$ cat src/rtl/raymarch_pkg.sv
// Shared definitions for the raymarch frame writer: default geometry,
// sequencer states and the RGB332 pixel packing.
package raymarch_pkg;

    localparam int CORDW         = 10;
    localparam int SCREEN_WIDTH  = 640;
    localparam int SCREEN_HEIGHT = 480;
    localparam int ADDR_W        = 19;

    typedef enum logic [1:0] {
        IDLE,
        ISSUE,
        DRAIN
    } state_e;

    function automatic logic [7:0] rgb332(input logic [7:0] r,
                                          input logic [7:0] g,
                                          input logic [7:0] b);
        return {r[7:5], g[7:5], b[7:6]};
    endfunction

endpackage

$ cat src/rtl/raymarch_pixel_writer_if.sv
// Framebuffer write port: valid/ready handshake carrying a linear address
// and one packed RGB332 pixel.
interface raymarch_pixel_writer_if #(
    parameter int ADDR_W = raymarch_pkg::ADDR_W
);
    logic              wr_valid;
    logic              wr_ready;
    logic [ADDR_W-1:0] wr_addr;
    logic [7:0]        wr_data;

    modport master (output wr_valid, output wr_addr, output wr_data, input wr_ready);
    modport slave  (input wr_valid, input wr_addr, input wr_data, output wr_ready);
endinterface

$ cat src/rtl/sync_fifo_fwft.sv
// First-word-fall-through FIFO; push and pop in one cycle are both honoured,
// including at full. Head data reads as zero while empty.
module sync_fifo_fwft #(
    parameter int WIDTH = 8,
    parameter int DEPTH = 16
) (
    input  logic                       clk,
    input  logic                       reset,
    input  logic                       push_i,
    input  logic [WIDTH-1:0]           wdata_i,
    input  logic                       pop_i,
    output logic [WIDTH-1:0]           rdata_o,
    output logic [$clog2(DEPTH+1)-1:0] count_o,
    output logic                       full_o,
    output logic                       empty_o
);
    localparam int PTR_W = $clog2(DEPTH);
    localparam int CNT_W = $clog2(DEPTH + 1);

    logic [WIDTH-1:0] mem [DEPTH];
    logic [PTR_W-1:0] wr_ptr_q, rd_ptr_q;
    logic [CNT_W-1:0] count_q, count_d;
    logic             do_push, do_pop;

    assign empty_o = (count_q == '0);
    assign full_o  = (count_q == CNT_W'(DEPTH));
    assign count_o = count_q;
    assign rdata_o = empty_o ? '0 : mem[rd_ptr_q];

    assign do_pop  = pop_i && !empty_o;
    assign do_push = push_i && (!full_o || do_pop);

    always_comb begin
        count_d = count_q;
        if (do_push && !do_pop) begin
            count_d = count_q + CNT_W'(1);
        end else if (!do_push && do_pop) begin
            count_d = count_q - CNT_W'(1);
        end
    end

    always_ff @(posedge clk) begin
        if (do_push) begin
            mem[wr_ptr_q] <= wdata_i;
        end
    end

    always_ff @(posedge clk) begin
        if (reset) begin
            wr_ptr_q <= '0;
            rd_ptr_q <= '0;
            count_q  <= '0;
        end else begin
            count_q <= count_d;
            if (do_push) wr_ptr_q <= wr_ptr_q + PTR_W'(1);
            if (do_pop)  rd_ptr_q <= rd_ptr_q + PTR_W'(1);
        end
    end

endmodule

$ cat src/rtl/raymarch_pixel_writer.sv
// Frame sequencer feeding a fixed-latency raymarcher and writing its colours
// to the framebuffer; issue is credit-limited because the pipe cannot stall.
module raymarch_pixel_writer #(
    parameter int CORDW         = raymarch_pkg::CORDW,
    parameter int SCREEN_WIDTH  = raymarch_pkg::SCREEN_WIDTH,
    parameter int SCREEN_HEIGHT = raymarch_pkg::SCREEN_HEIGHT,
    parameter int ADDR_W        = raymarch_pkg::ADDR_W,
    parameter int LATENCY       = 12,
    parameter int FIFO_DEPTH    = 16
) (
    input  logic             clk,
    input  logic             reset,
    input  logic             i_start,
    output logic             o_busy,
    output logic             o_frame_done,
    output logic [CORDW-1:0] o_pixel_x,
    output logic [CORDW-1:0] o_pixel_y,
    input  logic [7:0]       i_red,
    input  logic [7:0]       i_green,
    input  logic [7:0]       i_blue,
    raymarch_pixel_writer_if.master wr
);
    localparam int CNT_W = $clog2(FIFO_DEPTH + 1);
    localparam int SUM_W = CNT_W + 1;

    raymarch_pkg::state_e state_q, state_d;
    logic                 done_q, done_d;
    logic [CORDW-1:0]     x_q, y_q, pix_x_q, pix_y_q;
    logic [ADDR_W-1:0]    addr_q;
    logic [CNT_W-1:0]     inflight_q, inflight_d;
    logic [CNT_W-1:0]     fifo_count, fifo_count_next;
    logic [SUM_W-1:0]     credit_sum;
    logic [ADDR_W:0]      tag_q [LATENCY];
    logic                 issue, last_pixel, tag_exit;
    logic                 fifo_push, fifo_pop, fifo_full, fifo_empty;
    logic [ADDR_W+7:0]    fifo_head;

    assign credit_sum = SUM_W'(fifo_count) + SUM_W'(inflight_q);
    assign issue      = (state_q == raymarch_pkg::ISSUE) && (credit_sum < SUM_W'(FIFO_DEPTH));
    assign last_pixel = (x_q == CORDW'(SCREEN_WIDTH - 1)) && (y_q == CORDW'(SCREEN_HEIGHT - 1));
    assign tag_exit   = tag_q[LATENCY-1][ADDR_W];

    // Coordinates are presented in the issue cycle itself so that the
    // colour lines up with the tag leaving the last shift stage.
    assign o_pixel_x = issue ? x_q : pix_x_q;
    assign o_pixel_y = issue ? y_q : pix_y_q;

    assign fifo_push       = tag_exit;
    assign fifo_pop        = wr.wr_valid && wr.wr_ready;
    assign fifo_count_next = fifo_count + CNT_W'(fifo_push) - CNT_W'(fifo_pop);

    sync_fifo_fwft #(
        .WIDTH (ADDR_W + 8),
        .DEPTH (FIFO_DEPTH)
    ) u_fifo (
        .clk     (clk),
        .reset   (reset),
        .push_i  (fifo_push),
        .wdata_i ({tag_q[LATENCY-1][ADDR_W-1:0], raymarch_pkg::rgb332(i_red, i_green, i_blue)}),
        .pop_i   (fifo_pop),
        .rdata_o (fifo_head),
        .count_o (fifo_count),
        .full_o  (fifo_full),
        .empty_o (fifo_empty)
    );

    assign wr.wr_valid = !fifo_empty;
    assign wr.wr_addr  = fifo_head[ADDR_W+7:8];
    assign wr.wr_data  = fifo_head[7:0];

    assign o_busy       = (state_q != raymarch_pkg::IDLE);
    assign o_frame_done = done_q;

    always_comb begin
        inflight_d = inflight_q;
        if (issue && !tag_exit) begin
            inflight_d = inflight_q + CNT_W'(1);
        end else if (!issue && tag_exit) begin
            inflight_d = inflight_q - CNT_W'(1);
        end
    end

    // Drain completion looks at next-cycle occupancy so busy drops together
    // with the done pulse, one cycle after the last write handshake.
    always_comb begin
        state_d = state_q;
        done_d  = 1'b0;
        unique case (state_q)
            raymarch_pkg::IDLE:  if (i_start) state_d = raymarch_pkg::ISSUE;
            raymarch_pkg::ISSUE: if (issue && last_pixel) state_d = raymarch_pkg::DRAIN;
            raymarch_pkg::DRAIN: begin
                if (inflight_d == '0 && fifo_count_next == '0) begin
                    state_d = raymarch_pkg::IDLE;
                    done_d  = 1'b1;
                end
            end
            default: state_d = raymarch_pkg::IDLE;
        endcase
    end

    always_ff @(posedge clk) begin
        if (reset) begin
            state_q    <= raymarch_pkg::IDLE;
            done_q     <= 1'b0;
            inflight_q <= '0;
            x_q        <= '0;
            y_q        <= '0;
            addr_q     <= '0;
            pix_x_q    <= '0;
            pix_y_q    <= '0;
        end else begin
            state_q    <= state_d;
            done_q     <= done_d;
            inflight_q <= inflight_d;
            if (state_q == raymarch_pkg::IDLE) begin
                x_q    <= '0;
                y_q    <= '0;
                addr_q <= '0;
            end else if (issue) begin
                pix_x_q <= x_q;
                pix_y_q <= y_q;
                addr_q  <= addr_q + ADDR_W'(1);
                if (x_q == CORDW'(SCREEN_WIDTH - 1)) begin
                    x_q <= '0;
                    y_q <= (y_q == CORDW'(SCREEN_HEIGHT - 1)) ? '0 : y_q + CORDW'(1);
                end else begin
                    x_q <= x_q + CORDW'(1);
                end
            end
        end
    end

    always_ff @(posedge clk) begin
        if (reset) begin
            for (int i = 0; i < LATENCY; i++) tag_q[i] <= '0;
        end else begin
            tag_q[0] <= issue ? {1'b1, addr_q} : '0;
            for (int i = 1; i < LATENCY; i++) tag_q[i] <= tag_q[i-1];
        end
    end

    assert property (@(posedge clk) disable iff (reset) !(fifo_push && fifo_full && !fifo_pop));

endmodule
$ cat src/flat_wrapper.sv
// flat-port wrapper written by rule: the top's interface ports become plain ports
module raymarch_pixel_writer_flat 
#(
    parameter int CORDW         = raymarch_pkg::CORDW,
    parameter int SCREEN_WIDTH  = raymarch_pkg::SCREEN_WIDTH,
    parameter int SCREEN_HEIGHT = raymarch_pkg::SCREEN_HEIGHT,
    parameter int ADDR_W        = raymarch_pkg::ADDR_W,
    parameter int LATENCY       = 12,
    parameter int FIFO_DEPTH    = 16
)
  (clk, reset, i_start, o_busy, o_frame_done, o_pixel_x, o_pixel_y, i_red, i_green, i_blue, wr_wr_valid, wr_wr_addr, wr_wr_data, wr_wr_ready);
  raymarch_pixel_writer_if #(.ADDR_W(ADDR_W)) wr_i ();
  input  logic clk;
  input  logic reset;
  input  logic i_start;
  output logic o_busy;
  output logic o_frame_done;
  output logic [CORDW-1:0] o_pixel_x;
  output logic [CORDW-1:0] o_pixel_y;
  input  logic [7:0] i_red;
  input  logic [7:0] i_green;
  input  logic [7:0] i_blue;
  output wire logic [$bits(wr_i.wr_valid)-1:0] wr_wr_valid;
  output wire logic [$bits(wr_i.wr_addr)-1:0] wr_wr_addr;
  output wire logic [$bits(wr_i.wr_data)-1:0] wr_wr_data;
  input wire logic [$bits(wr_i.wr_ready)-1:0] wr_wr_ready;
  assign wr_wr_valid = wr_i.wr_valid;
  assign wr_wr_addr = wr_i.wr_addr;
  assign wr_wr_data = wr_i.wr_data;
  assign wr_i.wr_ready = wr_wr_ready;
  raymarch_pixel_writer #(.CORDW(CORDW), .SCREEN_WIDTH(SCREEN_WIDTH), .SCREEN_HEIGHT(SCREEN_HEIGHT), .ADDR_W(ADDR_W), .LATENCY(LATENCY), .FIFO_DEPTH(FIFO_DEPTH)) u_core (.clk(clk), .reset(reset), .i_start(i_start), .o_busy(o_busy), .o_frame_done(o_frame_done), .o_pixel_x(o_pixel_x), .o_pixel_y(o_pixel_y), .i_red(i_red), .i_green(i_green), .i_blue(i_blue), .wr(wr_i));
endmodule
$ cat config.mk
export PLATFORM = sky130hd
export DESIGN_NAME = raymarch_pixel_writer_flat
export DESIGN_NICKNAME = d
export VERILOG_FILES = /design/src/rtl/raymarch_pkg.sv /design/src/rtl/raymarch_pixel_writer_if.sv /design/src/rtl/sync_fifo_fwft.sv /design/src/rtl/raymarch_pixel_writer.sv /design/src/flat_wrapper.sv
export SDC_FILE = /design/constraint.sdc
export NUM_CORES = 1
export LEC_CHECK = 0
export ABC_AREA = 0
export CAP_MARGIN = 20
export CORE_MARGIN = 2
export CORE_UTILIZATION = 60
export CTS_CLUSTER_SIZE = 40
export DETAILED_ROUTE_END_ITERATION = 16
export PLACE_DENSITY = 0.78
export SYNTH_ARGS = -nofsm -noshare
export SYNTH_HDL_FRONTEND = slang
export SYNTH_SLANG_ARGS = --single-unit
$ cat constraint.sdc
create_clock -name clk -period 4.45 [get_ports clk]
set_clock_uncertainty 0.1 [all_clocks]
set_input_delay 0.89 -clock clk [delete_from_list [all_inputs] [get_ports clk]]
set_output_delay 0.89 -clock clk [all_outputs]
set_load 0.02 [all_outputs]
## Yosys cells after proc, flatten, opt, wreduce, memory -nomap -nowiden

Memory sizes are Yosys's and may differ from the RTL's. A register that Yosys moved wholly into a read port is not among the register bits.
Cells that the tools add are included.

- Memory bits (writable): 672
- Register bits: 80
- Logic and storage cells: 109
- Output and inout bits: 50
- Memories: 2
- Input port bits: 28

Memories:

| name | depth | width | read ports | clocked after memory_dff | write ports | line | RTL |
|---|---|---|---|---|---|---|---|
| u_core.u_fifo.mem | 16 | 27 | 1 | 1 | 1 | sync_fifo_fwft.sv:20 | `logic [WIDTH-1:0] mem [DEPTH];` |
| u_core.tag_q | 12 | 20 | 12 | 0 | 12 | raymarch_pixel_writer.sv:33 | `logic [ADDR_W:0] tag_q [LATENCY];` |

- Add/sub/neg operators: 12
- Bitwise operators: 13
- Order comparisons: 1
- Muxes and demuxes: 34
- Equality and inequality tests: 8
- Reductions and logical operators: 28

Operators with widths:

| operator | number |
|---|---|
| $mux 20 | 13 |
| $mux 10 | 4 |
| $mux 27 | 1 |
| $add 10x1->10 const B | 2 |
| $mux 5 | 4 |
| $add 19x1->19 const B | 1 |
| $logic_not 5->1 | 3 |
| $or 1x1->1 | 12 |
| $logic_and 1x1->1 | 11 |
| $add 5x1->5 const B | 2 |
| $eq 10x10->1 const B | 1 |
| $eq 10x9->1 const B | 1 |
| $sub 5x1->5 const B | 2 |
| $add 4x1->4 const B | 2 |
| $mux 4 | 2 |
| $add 5x5->6 | 1 |
| $logic_not 1->1 | 6 |
| $lt 6x5->1 const B | 1 |
| $mux 1 | 6 |
| $mux 2 | 3 |
| $pmux 2 s3 | 1 |
| $add 5x1->5 | 1 |
| $eq 5x5->1 const B | 1 |
| $sub 5x1->5 | 1 |
| other kinds (11) | 14 |

## Longest topological paths before layout

- Word-level depth: 11
- Mapped depth: 17

## By module

A second synthesis with hierarchy kept.

- Cells, all modules: 1692
- Area total of the unflattened synthesis: 27009.7 µm²

Modules (own cells, without submodules):

| module | cells an instance | area an instance (µm²) | times used |
|---|---|---|---|
| sync_fifo_fwft | 776 | 17292.8 | 1 |
| raymarch_pixel_writer | 916 | 9716.8 | 1 |

## Worst setup path after synthesis

OpenSTA, ideal clock, no wires.

- Path kind: input to register
- Start: in wr_wr_ready
- End: mem u_core.u_fifo.mem[3][0] in the netlist's numbering (enable)
- Stages on the path: 4
- Buffers on the path: 0
- Data required time: 3.905 ns
- Arrival time: 3.376 ns
- Path slack: 0.529 ns
- Library setup time: 0.445 ns
- Path through: nor3b_1 > nor2_1 > nand2_1 > nor3_1

- Word-level cells in the longest chain between the ends: 6

Ends and longest elaborated chain:

| item | line | RTL |
|---|---|---|
| from (decl) | flat_wrapper.sv:26 | `input wire logic [$bits(wr_i.wr_ready)-1:0] wr_wr_ready;` |
| $logic_and 1x1->1 | raymarch_pixel_writer.sv:49 | `assign fifo_pop = wr.wr_valid && wr.wr_ready;` |
| $logic_and 1x1->1 | sync_fifo_fwft.sv:30 | `assign do_pop = pop_i && !empty_o;` |
| $logic_or 1x1->1 | sync_fifo_fwft.sv:31 | `assign do_push = push_i && (!full_o \|\| do_pop);` |
| $logic_and 1x1->1 | sync_fifo_fwft.sv:31 |  |
| net u_core.u_fifo.do_push | sync_fifo_fwft.sv:23 | `logic do_push, do_pop;` |
| $mux 1 | sync_fifo_fwft.sv:43 | `if (do_push) begin` |
| $mux 1 (not written as such) | sync_fifo_fwft.sv:44 | `mem[wr_ptr_q] <= wdata_i;` |
| to (decl) | sync_fifo_fwft.sv:20 |  |

The timed path passes the listed nets, and every way through them passes these cells.

## Worst setup path in the final report

- Start: reg u_core.inflight_q[2]
- End: out o_pixel_y[9]

- Word-level cells in the longest chain between the ends: 4

Ends and longest elaborated chain:

| item | line | RTL |
|---|---|---|
| from (decl) | raymarch_pixel_writer.sv:30 | `logic [CNT_W-1:0] inflight_q, inflight_d;` |
| from (signal assigned) | raymarch_pixel_writer.sv:114 | `inflight_q <= inflight_d;` |
| $add 5x5->6 | raymarch_pixel_writer.sv:38 | `assign credit_sum = SUM_W'(fifo_count) + SUM_W'(inflight_q);` |
| $lt 6x5->1 | raymarch_pixel_writer.sv:39 | `assign issue = (state_q == raymarch_pkg::ISSUE) && (credit_sum < SUM_W'(FIFO_DEPTH));` |
| $logic_and 1x1->1 | raymarch_pixel_writer.sv:39 |  |
| $mux 10 | -- |  |
| to (decl) | flat_wrapper.sv:19 | `output logic [CORDW-1:0] o_pixel_y;` |

Every way passes these cells.

==> metrics.yaml <==
grt:
  antenna_found_initial: 0
  gr-usage-all-layers: 0.223
  grt_max_degree: 267
  grt_pass1_wl_um: 78500
  grt_remaining_overflow: 0
  grt_pass1_vias: 13700
logic_synthesis:
  syn_area_per_cell_um2: 16.4
  synthArstFlopShare: 0
  yosysSeqAreaShare: 0.723
  synth_ff_type: "edfxtp_1"
  synthTopCellsByArea: "edfxtp_1 48%, dfxtp_1 24%, mux4_2 11%, nor2b_1 5.8%, nand2_1 1.3%"
  ys_warn_count: 0
  synth_cells: 1645
  syn_area_um2: 26900
  ys_ff_latch: 756
  synth_nets: 1699
  synth_top_area_cell: "edfxtp_1"
  ys_types: 55
  yosysTopAreaCellShare: 0.482
  synth_edf_count: 432
layout:
  area_delta_synth_final_pct: 13.8
  final_cell_mix: "432 x edfxtp_1, 321 x dfxtp_1, 249 x nor2b_1, 135 x mux4_2, 92 x nand2_1"
  regArea_um2: 19500
  stdcell_count: 2383
  multi_input_area_um2: 7100
  postLayoutCoreUtil: 0.693
  n_fill_cell: 2766
  layout.nets: 1786
  final_common_cell: "edfxtp_1"
  diodes: 0
  drive_above_1_share: 0.169
die:
  core-area_um2: 44200
  io_pins: 78
  row_count: 77
  die_width_um: 216
  die_area_um2: 46600
  floorplan.initialDensity: 0.609
  die_h_um: 216
job:
  drv_cap: 0
setup_path:
  reg2reg_to: "u_core.o_frame_done"
  ff2ff_path_depth: 17
  endpoint_kind: "primary output"
  reg2reg_slack_ns: 1.07
  cp_data_arrival_time_ns: 3.26
  critical_path_class: "reg -> out"
  start_kind: "register"
  required_ns: 3.46
  r2r_start: "u_core.u_fifo.count_o[2]"
  crit_fanout: 31
routing:
  detail_route.wl_per_cell_um: 21.1
  via_per_inst: 5.64
  drtPass1Iterations: 7
  routed_wl_um: 50400
  drtIter0Drc: 1138
  drc: 0
  detail-route-antenna-nets: 0
  vias: 13400
clock_tree:
  cts_buffers: 71
  post_cts_resized: 0
  tritoncts: "done"
  htree_levels: 3
  cts.root.buffer_cell: "clkbuf_16"
  worst_skew_pair.late_latency_ns: 0.59
  ctsHoldBuffers: 0
  post-cts-setup-buffers: 0
  path_clk_slew_ns: 0.06
  cts.sinks: 756
  clk_path_buf_depth: 3
pwr:
  finalPower_uw: 16200
  powerDensity_nw_per_um2: 530
  vdd_drop_max_v: 0.000599
  power_leakage_uw: 0.0107
status:
  status: "finished, final reports clean"
timing:
  setup_viol: 0
  layout_setup_ws_ns: 0.199
  slew_viol_final: 0
  timing.fmax_mhz: 235
  tightest_slew_ns: 1.20
  fin_crit_sh: 0.955
  period_needed_ns: 4.25
  hold_viol: 0
  slew_headroom: 0.200
hold_path:
  whs_path_depth: 1
  hold_path_class: "reg -> reg"
  min-delay-start: "u_core.tag_q[3][34]"
  min_to: "u_core.tag_q[4][14]"
placed_design:
  place_congestion: 0.771
  place.port_buffers: 61
  place_inst: 2250
  dpl_worst_slack_ns: 0.717
  hpwlAfterDp_um: 25100
synthesized netlist by cell type (2+ instances only):
| cell type | instances |
|---|---|
| buf_4 | 2 |
| nor3b_1 | 2 |
| nor4_1 | 4 |
| dfxtp_1 | 324 |
| o21ai_0 | 7 |
| buf_6 | 4 |
| buf_1 | 2 |
| ha_1 | 24 |
| nor3_1 | 15 |
| buf_2 | 17 |
| nor2_1 | 71 |
| a211oi_1 | 3 |
| inv_1 | 15 |
| mux2i_1 | 4 |
| edfxtp_1 | 432 |
| and3_1 | 10 |
| or3_1 | 6 |
| clkbuf_1 | 55 |
| nand2b_1 | 4 |
| mux4_2 | 135 |
| xnor2_1 | 27 |
| fa_1 | 2 |
| xor2_1 | 23 |
| a21o_1 | 4 |
| and2_1 | 17 |
| nor2_2 | 2 |
| nand4_1 | 17 |
| nand2_1 | 92 |
| nand3_1 | 13 |
| o21bai_1 | 2 |
| and4_1 | 3 |
| a21oi_1 | 36 |
| nor2b_1 | 249 |
logic make-up after synthesis:
group,count (synthesis),share of synthesized area
buffers and inverters,96,0.0156
AND/OR/NAND/NOR,515,0.104
XOR/XNOR,50,0.0163
multiplexers,139,0.114
flip-flops,756,0.723
AO/OA/AOI/OAI,63,0.0139
adder cells (fa/ha/maj),26,0.0126
where the power goes:
group          internal (uW)  switching, uW  total [uW]  leakage [uW]
Clock                   3440           2470        5910       0.00113
Sequential              7380            104        7480       0.00691
Combinational           1370           1470        2830       0.00265
Total                  12200           4040       16200        0.0107
per-stage QoR:
stage	setup TNS (ns)	hold slack, ns	cell area, um^2
floorplan	0	0.314	26900
global placement	0	0.316	28300
detailed placement	0	0.320	28300
CTS	0	0.329	30600
global route	-0.00619	0.346	30600
finish	0	0.325	30600
flip-flops by register name (all words and copies together), names as in the netlist, named ones only:
| signal | flops |
|---|---|
| u_core.u_fifo.mem | 432 |
| u_core.tag_q | 240 |
| u_core.addr_q | 19 |
| u_core.x_q | 10 |
| u_core.pix_y_q | 10 |
| u_core.o_frame_done | 1 |
| u_core.state_q | 2 |
| u_core.pix_x_q | 10 |
| u_core.u_fifo.rd_ptr_q | 4 |
| u_core.inflight_q | 5 |
| u_core.u_fifo.wr_ptr_q | 4 |
| u_core.y_q | 10 |
| u_core.u_fifo.count_o | 5 |
worst max-delay path, cell delays in order, from the launching register on:
cell and delay, ns:
dfxtp_1 0.50, ha_1 0.31, and4_1 0.22, o21a_1 0.27, nor2_2 0.17, buf_4 0.33
nand2_1 0.17, nand2_1 0.09, clkdlybuf4s50_1 0.60
routing by layer:
layer,share of wire,track usage
met5,0,0
met4,0.026,0.0800
met3,0.058,0.0378
met2,0.51,0.378
met1,0.40,0.292
worst max path at each step:
stage / from / endpoint / slack, ns
after floorplan: wr_wr_ready / u_core.u_fifo.mem[3][0] / 0.53
after global placement: register / wr_wr_addr[7] / 0.73
after detailed placement: register / wr_wr_addr[7] / 0.72
after CTS: register / wr_wr_addr[15] / 0.04
after global routing: u_core.u_fifo.count_o[1] / o_pixel_y[9] / -0.006
final: u_core.inflight_q[2] / o_pixel_y[9] / 0.20
final cells by class:
cell class / count / area share
Timing Repair Buffer: 94 / 0.0310
Sequential cell: 756 / 0.636
Tap cell: 592 / 0.0242
Inverter: 16 / 0.00196
Multi-Input combinational cell: 793 / 0.232
Clock inverter: 29 / 0.00854
Clock buffer: 103 / 0.0668
Note: power is estimated with default switching activity, not from simulation.
